--- src/rtl/alu_op_sequencer_if.sv ---
// alu_op_sequencer_if: request/response handshakes plus the ALU drive and result lines.
interface alu_op_sequencer_if;
    logic        req_valid;
    logic        req_ready;
    logic [3:0]  req_opcode;
    logic [31:0] req_a;
    logic [31:0] req_b;
    logic        rsp_valid;
    logic        rsp_ready;
    logic [31:0] z_hi;
    logic [31:0] z_lo;
    logic [1:0]  rsp_err;
    logic [3:0]  alu_opcode;
    logic        alu_exec;
    logic [31:0] alu_a;
    logic [31:0] alu_b;
    logic [63:0] alu_result;

    modport master (
        output req_valid, req_opcode, req_a, req_b, rsp_ready, alu_result,
        input  req_ready, rsp_valid, z_hi, z_lo, rsp_err, alu_opcode, alu_exec, alu_a, alu_b
    );

    modport slave (
        input  req_valid, req_opcode, req_a, req_b, rsp_ready, alu_result,
        output req_ready, rsp_valid, z_hi, z_lo, rsp_err, alu_opcode, alu_exec, alu_a, alu_b
    );
endinterface

--- src/rtl/alu_op_sequencer.sv ---
// alu_op_sequencer: sequences one ALU op per request, holds exec for a fixed settle time, returns the 64-bit result.
// Define ALU_SEQ_B2B_EN to let a new request be accepted on the same edge the pending response retires.
module alu_op_sequencer #(
    parameter int SHORT_LAT = 1,
    parameter int LONG_LAT  = 4
) (
    input logic               clk,
    input logic               clr,
    alu_op_sequencer_if.slave bus
);
`ifdef ALU_SEQ_B2B_EN
    localparam bit B2B = 1'b1;
`else
    localparam bit B2B = 1'b0;
`endif
    localparam int MAXL = LONG_LAT > SHORT_LAT ? LONG_LAT : SHORT_LAT;
    localparam int CW   = MAXL > 1 ? $clog2(MAXL) : 1;

    typedef enum logic [1:0] {IDLE, EXEC, RESP} state_t;

    state_t        state;
    logic [CW-1:0] cnt;
    logic          accept;
    logic          long_op;
    logic          illegal;

    assign bus.req_ready = state == IDLE || (B2B && state == RESP && bus.rsp_ready);
    assign accept        = bus.req_valid && bus.req_ready;
    assign long_op       = bus.req_opcode == 4'hB || bus.req_opcode == 4'hC;
    assign illegal       = bus.req_opcode > 4'hC;

    // Later assignments win, so an accept in RESP overrides the retire back to IDLE.
    always_ff @(posedge clk or posedge clr) begin
        if (clr) begin
            state          <= IDLE;
            cnt            <= '0;
            bus.alu_opcode <= '0;
            bus.alu_a      <= '0;
            bus.alu_b      <= '0;
            bus.alu_exec   <= 1'b0;
            bus.rsp_valid  <= 1'b0;
            bus.z_hi       <= '0;
            bus.z_lo       <= '0;
            bus.rsp_err    <= '0;
        end else begin
            if (state == EXEC) begin
                if (cnt == '0) begin
                    bus.z_hi      <= bus.alu_result[63:32];
                    bus.z_lo      <= bus.alu_result[31:0];
                    bus.rsp_err   <= {bus.alu_opcode == 4'hC && bus.alu_b == '0, 1'b0};
                    bus.alu_exec  <= 1'b0;
                    bus.rsp_valid <= 1'b1;
                    state         <= RESP;
                end else begin
                    cnt <= cnt - 1'b1;
                end
            end
            if (state == RESP && bus.rsp_ready) begin
                bus.rsp_valid <= 1'b0;
                state         <= IDLE;
            end
            if (accept) begin
                bus.alu_opcode <= bus.req_opcode;
                bus.alu_a      <= bus.req_a;
                bus.alu_b      <= bus.req_b;
                cnt            <= long_op ? CW'(LONG_LAT - 1) : CW'(SHORT_LAT - 1);
                if (illegal) begin
                    bus.z_hi      <= '0;
                    bus.z_lo      <= '0;
                    bus.rsp_err   <= 2'b01;
                    bus.rsp_valid <= 1'b1;
                    state         <= RESP;
                end else begin
                    bus.alu_exec <= 1'b1;
                    state        <= EXEC;
                end
            end
        end
    end
endmodule

--- src/flat_wrapper.sv ---
// flat-port wrapper written by rule: the top's interface ports become plain ports
module alu_op_sequencer_flat 
#(
    parameter int SHORT_LAT = 1,
    parameter int LONG_LAT  = 4
)
  (clk, clr, bus_req_valid, bus_req_opcode, bus_req_a, bus_req_b, bus_rsp_ready, bus_alu_result, bus_req_ready, bus_rsp_valid, bus_z_hi, bus_z_lo, bus_rsp_err, bus_alu_opcode, bus_alu_exec, bus_alu_a, bus_alu_b);
  alu_op_sequencer_if bus_i ();
  input logic clk;
  input logic clr;
  input wire logic [$bits(bus_i.req_valid)-1:0] bus_req_valid;
  input wire logic [$bits(bus_i.req_opcode)-1:0] bus_req_opcode;
  input wire logic [$bits(bus_i.req_a)-1:0] bus_req_a;
  input wire logic [$bits(bus_i.req_b)-1:0] bus_req_b;
  input wire logic [$bits(bus_i.rsp_ready)-1:0] bus_rsp_ready;
  input wire logic [$bits(bus_i.alu_result)-1:0] bus_alu_result;
  output wire logic [$bits(bus_i.req_ready)-1:0] bus_req_ready;
  output wire logic [$bits(bus_i.rsp_valid)-1:0] bus_rsp_valid;
  output wire logic [$bits(bus_i.z_hi)-1:0] bus_z_hi;
  output wire logic [$bits(bus_i.z_lo)-1:0] bus_z_lo;
  output wire logic [$bits(bus_i.rsp_err)-1:0] bus_rsp_err;
  output wire logic [$bits(bus_i.alu_opcode)-1:0] bus_alu_opcode;
  output wire logic [$bits(bus_i.alu_exec)-1:0] bus_alu_exec;
  output wire logic [$bits(bus_i.alu_a)-1:0] bus_alu_a;
  output wire logic [$bits(bus_i.alu_b)-1:0] bus_alu_b;
  assign bus_i.req_valid = bus_req_valid;
  assign bus_i.req_opcode = bus_req_opcode;
  assign bus_i.req_a = bus_req_a;
  assign bus_i.req_b = bus_req_b;
  assign bus_i.rsp_ready = bus_rsp_ready;
  assign bus_i.alu_result = bus_alu_result;
  assign bus_req_ready = bus_i.req_ready;
  assign bus_rsp_valid = bus_i.rsp_valid;
  assign bus_z_hi = bus_i.z_hi;
  assign bus_z_lo = bus_i.z_lo;
  assign bus_rsp_err = bus_i.rsp_err;
  assign bus_alu_opcode = bus_i.alu_opcode;
  assign bus_alu_exec = bus_i.alu_exec;
  assign bus_alu_a = bus_i.alu_a;
  assign bus_alu_b = bus_i.alu_b;
  alu_op_sequencer #(.SHORT_LAT(SHORT_LAT), .LONG_LAT(LONG_LAT)) u_core (.clk(clk), .clr(clr), .bus(bus_i));
endmodule
--- config.mk ---
export PLATFORM = sky130hd
export DESIGN_NAME = alu_op_sequencer_flat
export DESIGN_NICKNAME = d
export VERILOG_FILES = /design/src/rtl/alu_op_sequencer_if.sv /design/src/rtl/alu_op_sequencer.sv /design/src/flat_wrapper.sv
export SDC_FILE = /design/constraint.sdc
export NUM_CORES = 1
export LEC_CHECK = 0
export BUFFER_PORTS_ARGS = -buffer_cell sky130_fd_sc_hd__buf_4
export CAP_MARGIN = 30
export CORE_MARGIN = 4
export CORE_UTILIZATION = 44
export CTS_CLUSTER_DIAMETER = 150
export DETAILED_ROUTE_END_ITERATION = 10
export PLACE_DENSITY = 0.85
export SLEW_MARGIN = 0
export SYNTH_ARGS = -nofsm -noshare
export SYNTH_HDL_FRONTEND = slang
export SYNTH_SLANG_ARGS = --single-unit
export TNS_END_PERCENT = 10
--- constraint.sdc ---
create_clock -name clk -period 5.8 [get_ports clk]
set_input_delay 0.87 -clock clk [delete_from_list [all_inputs] [get_ports clk]]
set_output_delay 0.87 -clock clk [all_outputs]
set_load 0.01 [all_outputs]
=== Word-level counts from Yosys, hierarchy flattened ===
Index checks and enable logic that the tools add are counted.

* Output and inout bits: 137
* Word-level logic and storage cells: 60
* Flip-flop bits (word level): 140
* Input port bits: 136

* Reduce and logical (&&, ||, !) cells: 12
* $lt $le $gt $ge: 1
* Add/sub/neg operators: 1
* Mux-type cells: 30
* Equality and inequality tests: 6

{| class="wikitable"
|+ Operators by type and width
! kind !! number
|-
| $mux W32 || 8
|-
| $logic_not A32 Y1 || 1
|-
| $mux W2 || 13
|-
| $eq A4 B4 Y1 const B || 3
|-
| $mux W1 || 9
|-
| $reduce_bool A3 Y1 || 2
|-
| $gt A4 B4 Y1 const B || 1
|-
| $logic_not A2 Y1 || 2
|-
| $reduce_and A2 Y1 || 2
|-
| $logic_and A1 B1 Y1 || 3
|-
| $eq A2 B1 Y1 const B || 1
|-
| $eq A2 B2 Y1 const B || 1
|-
| $ne A2 B1 Y1 const B || 1
|-
| $reduce_bool A2 Y1 || 1
|-
| $sub A2 B1 Y2 const B || 1
|-
| $logic_or A1 B1 Y1 || 1
|}

=== Logic depth before layout (Yosys ltp) ===
* Word-level depth: 6
* Depth in mapped cells: 9
* Depth with buffers taken out: 6

=== Worst setup path before layout ===
Ideal clock, no wire load.

* Path kind: input port to flip-flop
* Start point: in bus_req_valid
* End point: reg u_core.bus.alu_b[10]
* Arrival time: 1.665 ns
* Library setup time: 0.125 ns
* Data required time: 5.675 ns
* Path slack: 4.010 ns
* Stages on the path: 5
* Path buffers: 3
* Path through: and2_4 > buf_6 > buf_6 > buf_6 > mux2_4

* Cells in the longest elaborated chain, start to end: 1

{| class="wikitable"
|+ RTL lines
! element !! line !! text
|-
| start: declaration || flat_wrapper.sv:11 || <nowiki>input wire logic [$bits(bus_i.req_valid)-1:0] bus_req_valid;</nowiki>
|-
| $logic_and A1 B1 Y1 || alu_op_sequencer.sv:28 || <nowiki>assign accept = bus.req_valid && bus.req_ready;</nowiki>
|-
| end signal: assignment || alu_op_sequencer.sv:65 || <nowiki>bus.alu_b <= bus.req_b;</nowiki>
|-
| end: declaration || alu_op_sequencer_if.sv:26 || <nowiki>output req_ready, rsp_valid, z_hi, z_lo, rsp_err, alu_opcode, alu_exec, alu_a, alu_b</nowiki>
|}

No other way between the ends.
A chain may end at the register's enable or synchronous reset.

=== Final worst setup path ===
* Start point: reg u_core.state[1]
* End point: out bus_req_ready

* Cells in the longest elaborated chain, start to end: 1

{| class="wikitable"
|+ RTL lines
! element !! line !! text
|-
| start: declaration || alu_op_sequencer.sv:21 || <nowiki>state_t state;</nowiki>
|-
| start signal: assignment || alu_op_sequencer.sv:35 || <nowiki>state <= IDLE;</nowiki>
|-
| start signal: assignment || alu_op_sequencer.sv:53 || <nowiki>state <= RESP;</nowiki>
|-
| start signal: assignment || alu_op_sequencer.sv:60 || <nowiki>state <= IDLE;</nowiki>
|-
| $logic_not A2 Y1 || alu_op_sequencer.sv:27 || <nowiki>assign bus.req_ready = state == IDLE || (B2B && state == RESP && bus.rsp_ready);</nowiki>
|-
| end: declaration || flat_wrapper.sv:17 || <nowiki>output wire logic [$bits(bus_i.req_ready)-1:0] bus_req_ready;</nowiki>
|}

No other way between the ends.

==> impl_metrics.csv <==
group,metric,value,unit
status,status,"complete, no violations",
pwr,pwr-share-seq,36.9,%
synth,synth_fp_nets,615,
clocking,clk_latency,0.41,ns
timing,finalSetupTns,0,ns
global_routing,grt_max_degree,75,
setup_path,start_kind,"flip-flop",
placed_design,portBuffers,272,
floorplanning,initial_core_util,45.6,%
drt,drt-initial-drc-count,371,
setup_path,path_class,"flip-flop to primary output",
drt,dr.pass1.iters,4,
placed_design,hpwl,11.4,mm
pwr,p_clk_share,21.8,%
synth,ys_ff_latch,140,
drt,vias_per_cell,5.00,
pwr,ir_worst_vdd,0.000363,V
floorplanning,chipWidth,121,um
timing,drv_slew,0,
clocking,clock_sinks,140,
timing,report.final.hold_viol_count,0,
worst_hold_path,hp-start,"u_core.bus.alu_exec",
clocking,ctsResizeCount,0,
floorplanning,core-area,0.0122,mm^2
synth,synth_area,0.00557,mm^2
setup_path,rr_worst_depth,3,
synth,synthTopCellsByArea,"dfrtp_1 63%, mux2_2 11%, nand2_1 9.4%",
global_routing,antenna_found_initial,0,
drt,totalWireLength,15.5,mm
pwr,p_leak,4.07,nW
synth,synth.distinct_cells,28,
final_layout,regArea,0.00350,mm^2
setup_path,cp.required,4.93,ns
setup_path,crit_slowest_cell,"dfrtp_1",
clocking,cts_max_level,4,
clocking,post-cts-setup-buffers,0,
pwr,p_sw_share,33.4,%
clocking,cts_buffers,17,
final_layout,nFillCells,932,
synth,yosysWarnings,0,
placed_design,dp_cells,892,
floorplanning,io_pins,273,
setup_path,worstPathArrival,1.22,ns
drt,via_count,4619,
setup_path,setup.worst_path.end_class,"primary output",
floorplanning,die_height,121,um
placed_design,pre_cts_ws,3.45,ns
synth,synth_most_common_cell,"dfrtp_1",
floorplanning,dieArea,0.0145,mm^2
clocking,cts_root_buf,"clkbuf_16",
pwr,internal_power,3.24,mW
clocking,clkTransAtPathRegs,0.06,ns
final_layout,final_core_util,67.9,%
clocking,cts_hold_buf,0,
setup_path,startpoint,"u_core.state[1]",
final_layout,multiInputGateArea,0.00190,mm^2
final_layout,area_growth,48.8,%
setup_path,critPathMaxFanout,7,
clocking,cts_tree,"yes",
setup_path,rr_startpoint,"u_core.state[1]",
synth,seq_area_frac_synth,62.9,%
pwr,switchingPower,1.62,mW
setup_path,r2r_end,"u_core.bus.alu_a[6]",
timing,setup_viol,0,
global_routing,grtUsageTotal,21.6,%
final_layout,final_cells,923,
timing,fin_crit,2.09,ns
drt,drc,0,
setup_path,crit_end,"bus_req_ready",
floorplanning,placementRows,40,
timing,worst_slew_pin_slew,0.950,ns
timing,fin_crit_sh,36.1,%
timing,grt_setup_unrepaired,"false",
placed_design,place_area,0.00772,mm^2
setup_path,r2r_slack,3.78,ns
final_layout,diodes,0,
run,max_cap_violations,0,
final_layout,nets,880,
synth,yosysTopAreaCell,"dfrtp_1",
drt,antenna_left,0,
clocking,ctsLongestPathBuffers,2,
synth,synth_top_area_share,62.9,%
final_layout,fin_area,0.00829,mm^2
global_routing,grt_overflow_total,0,
synth,netlist_instances,478,
setup_path,path_cells,"nor2_2 > buf_4",
synth,synth-edff-count,0,
synth,synthArstFlopShare,100,%
timing,skew,0.00523,ns
synth,synth_ff_type,"dfrtp_1",
worst_hold_path,hp-class,"flip-flop to flip-flop",
final_layout,drive_gt1_share,49.8,%
drt,wl_per_cell,16.8,um
global_routing,grt_pass1_vias,4784,
placed_design,gp_congestion,0.825,
timing,slew_headroom,36.6,%
timing,fin_ws,3.71,ns
setup_path,cpPeakStageDelay,0.46,ns
synth,avgSynthCellArea,11.7,um^2
timing,fmax,0.477,GHz
pwr,powerDensity,586,mW/mm^2
pwr,p_comb_share,41.3,%
synth,ys_top_cells_by_count,"140 x dfrtp_1, 139 x nand2_1, 64 x a21oi_1, 52 x mux2_2, 18 x buf_2",
global_routing,grt_pass1_wl,24.5,mm
==> power by group through the flow <==
| stage | clock (mW) | combinational, mW | sequential (mW) |
|---|---|---|---|
| after global placement | 0 | 1.95 | 1.78 |
| after CTS | 1.08 | 2.04 | 1.79 |
| after global routing | 1.13 | 2.18 | 1.85 |
| after detailed placement | 0 | 2.03 | 1.80 |
| after floorplan | 0 | 0.847 | 1.95 |
| final | 1.06 | 2.01 | 1.79 |
==> stage by stage <==
stage	hold WS [ns]	power, mW
final	0.492	4.86
after global routing	0.518	5.16
after CTS	0.502	4.92
after detailed placement	0.488	3.83
after global placement	0.464	3.72
after floorplan	0.512	2.79
==> worst max-delay path: cells and delay by family, from the launching register on <==
kind / cells / cell delay, ns
flip-flops: 1 / 0.46
AND/OR/NAND/NOR: 1 / 0.19
buffers and inverters: 1 / 0.17
==> state kept, by name, indices dropped and copies added, names as in the netlist <==
name / cells
u_core.cnt: 2
u_core.bus.alu_exec: 1
u_core.state: 2
u_core.bus.rsp_valid: 1
u_core.bus.alu_a: 32
u_core.bus.z_lo: 32
u_core.bus.rsp_err: 2
u_core.bus.alu_opcode: 4
u_core.bus.z_hi: 32
u_core.bus.alu_b: 32
==> worst min-delay path by stage <==
stage / end / slack [ns] / cells after the start
global route: u_core.bus.alu_a[17] / 0.52 / 1
floorplan: u_core.bus.alu_exec / 0.51 / 2
detailed placement: u_core.bus.alu_exec / 0.49 / 2
global placement: u_core.bus.rsp_err[0] / 0.46 / 1
finish: u_core.bus.alu_exec / 0.49 / 2
CTS: u_core.bus.alu_exec / 0.50 / 2
==> layout make-up <==
class | count | share of cell area (%)
flip-flops and latches | 140 | 42.2
repair buffers | 276 | 25.1
clock buffers | 23 | 5.52
multi-input cells | 305 | 22.9
well taps | 168 | 2.53
clock inverters | 8 | 1.42
inverters | 3 | 0.196
==> logic make-up (layout without fill, tap and decap cells) <==
family          Yosys count  after routing  share of synthesized area, %
compound gates           75             75                          6.92
xor+xnor                  1              1                         0.157
fa+ha+maj                 1              1                         0.225
buf+inv                  33            310                          3.23
flops                   140            140                          62.9
mux                      68             68                          14.8
simple gates            160            160                          11.8
==> routing by layer <==
metal  track usage (%)  up-vias  routed length (um)
li1                  -     2143                   -
met1              24.8     2209                5660
met2              36.0      225                7810
met3              7.90       42                1530
met4              9.99        0                 484
met5                 0        -                   0
==> cell usage in the layout, fill, tap and decap left out, types with 3 or more instances in the layout <==
master / netlist / routed
buf_4: 1 / 275
clkbuf_16: 0 / 17
mux2_4: 16 / 16
o22ai_1: 4 / 4
o21ai_0: 5 / 5
nor4_1: 8 / 8
dfrtp_1: 140 / 140
clkbuf_1: 7 / 5
bufinv_16: 0 / 3
nand2_1: 139 / 139
a21oi_1: 64 / 64
mux2_2: 52 / 52
clkinv_2: 0 / 4
Power figures use the tool's default switching activity.
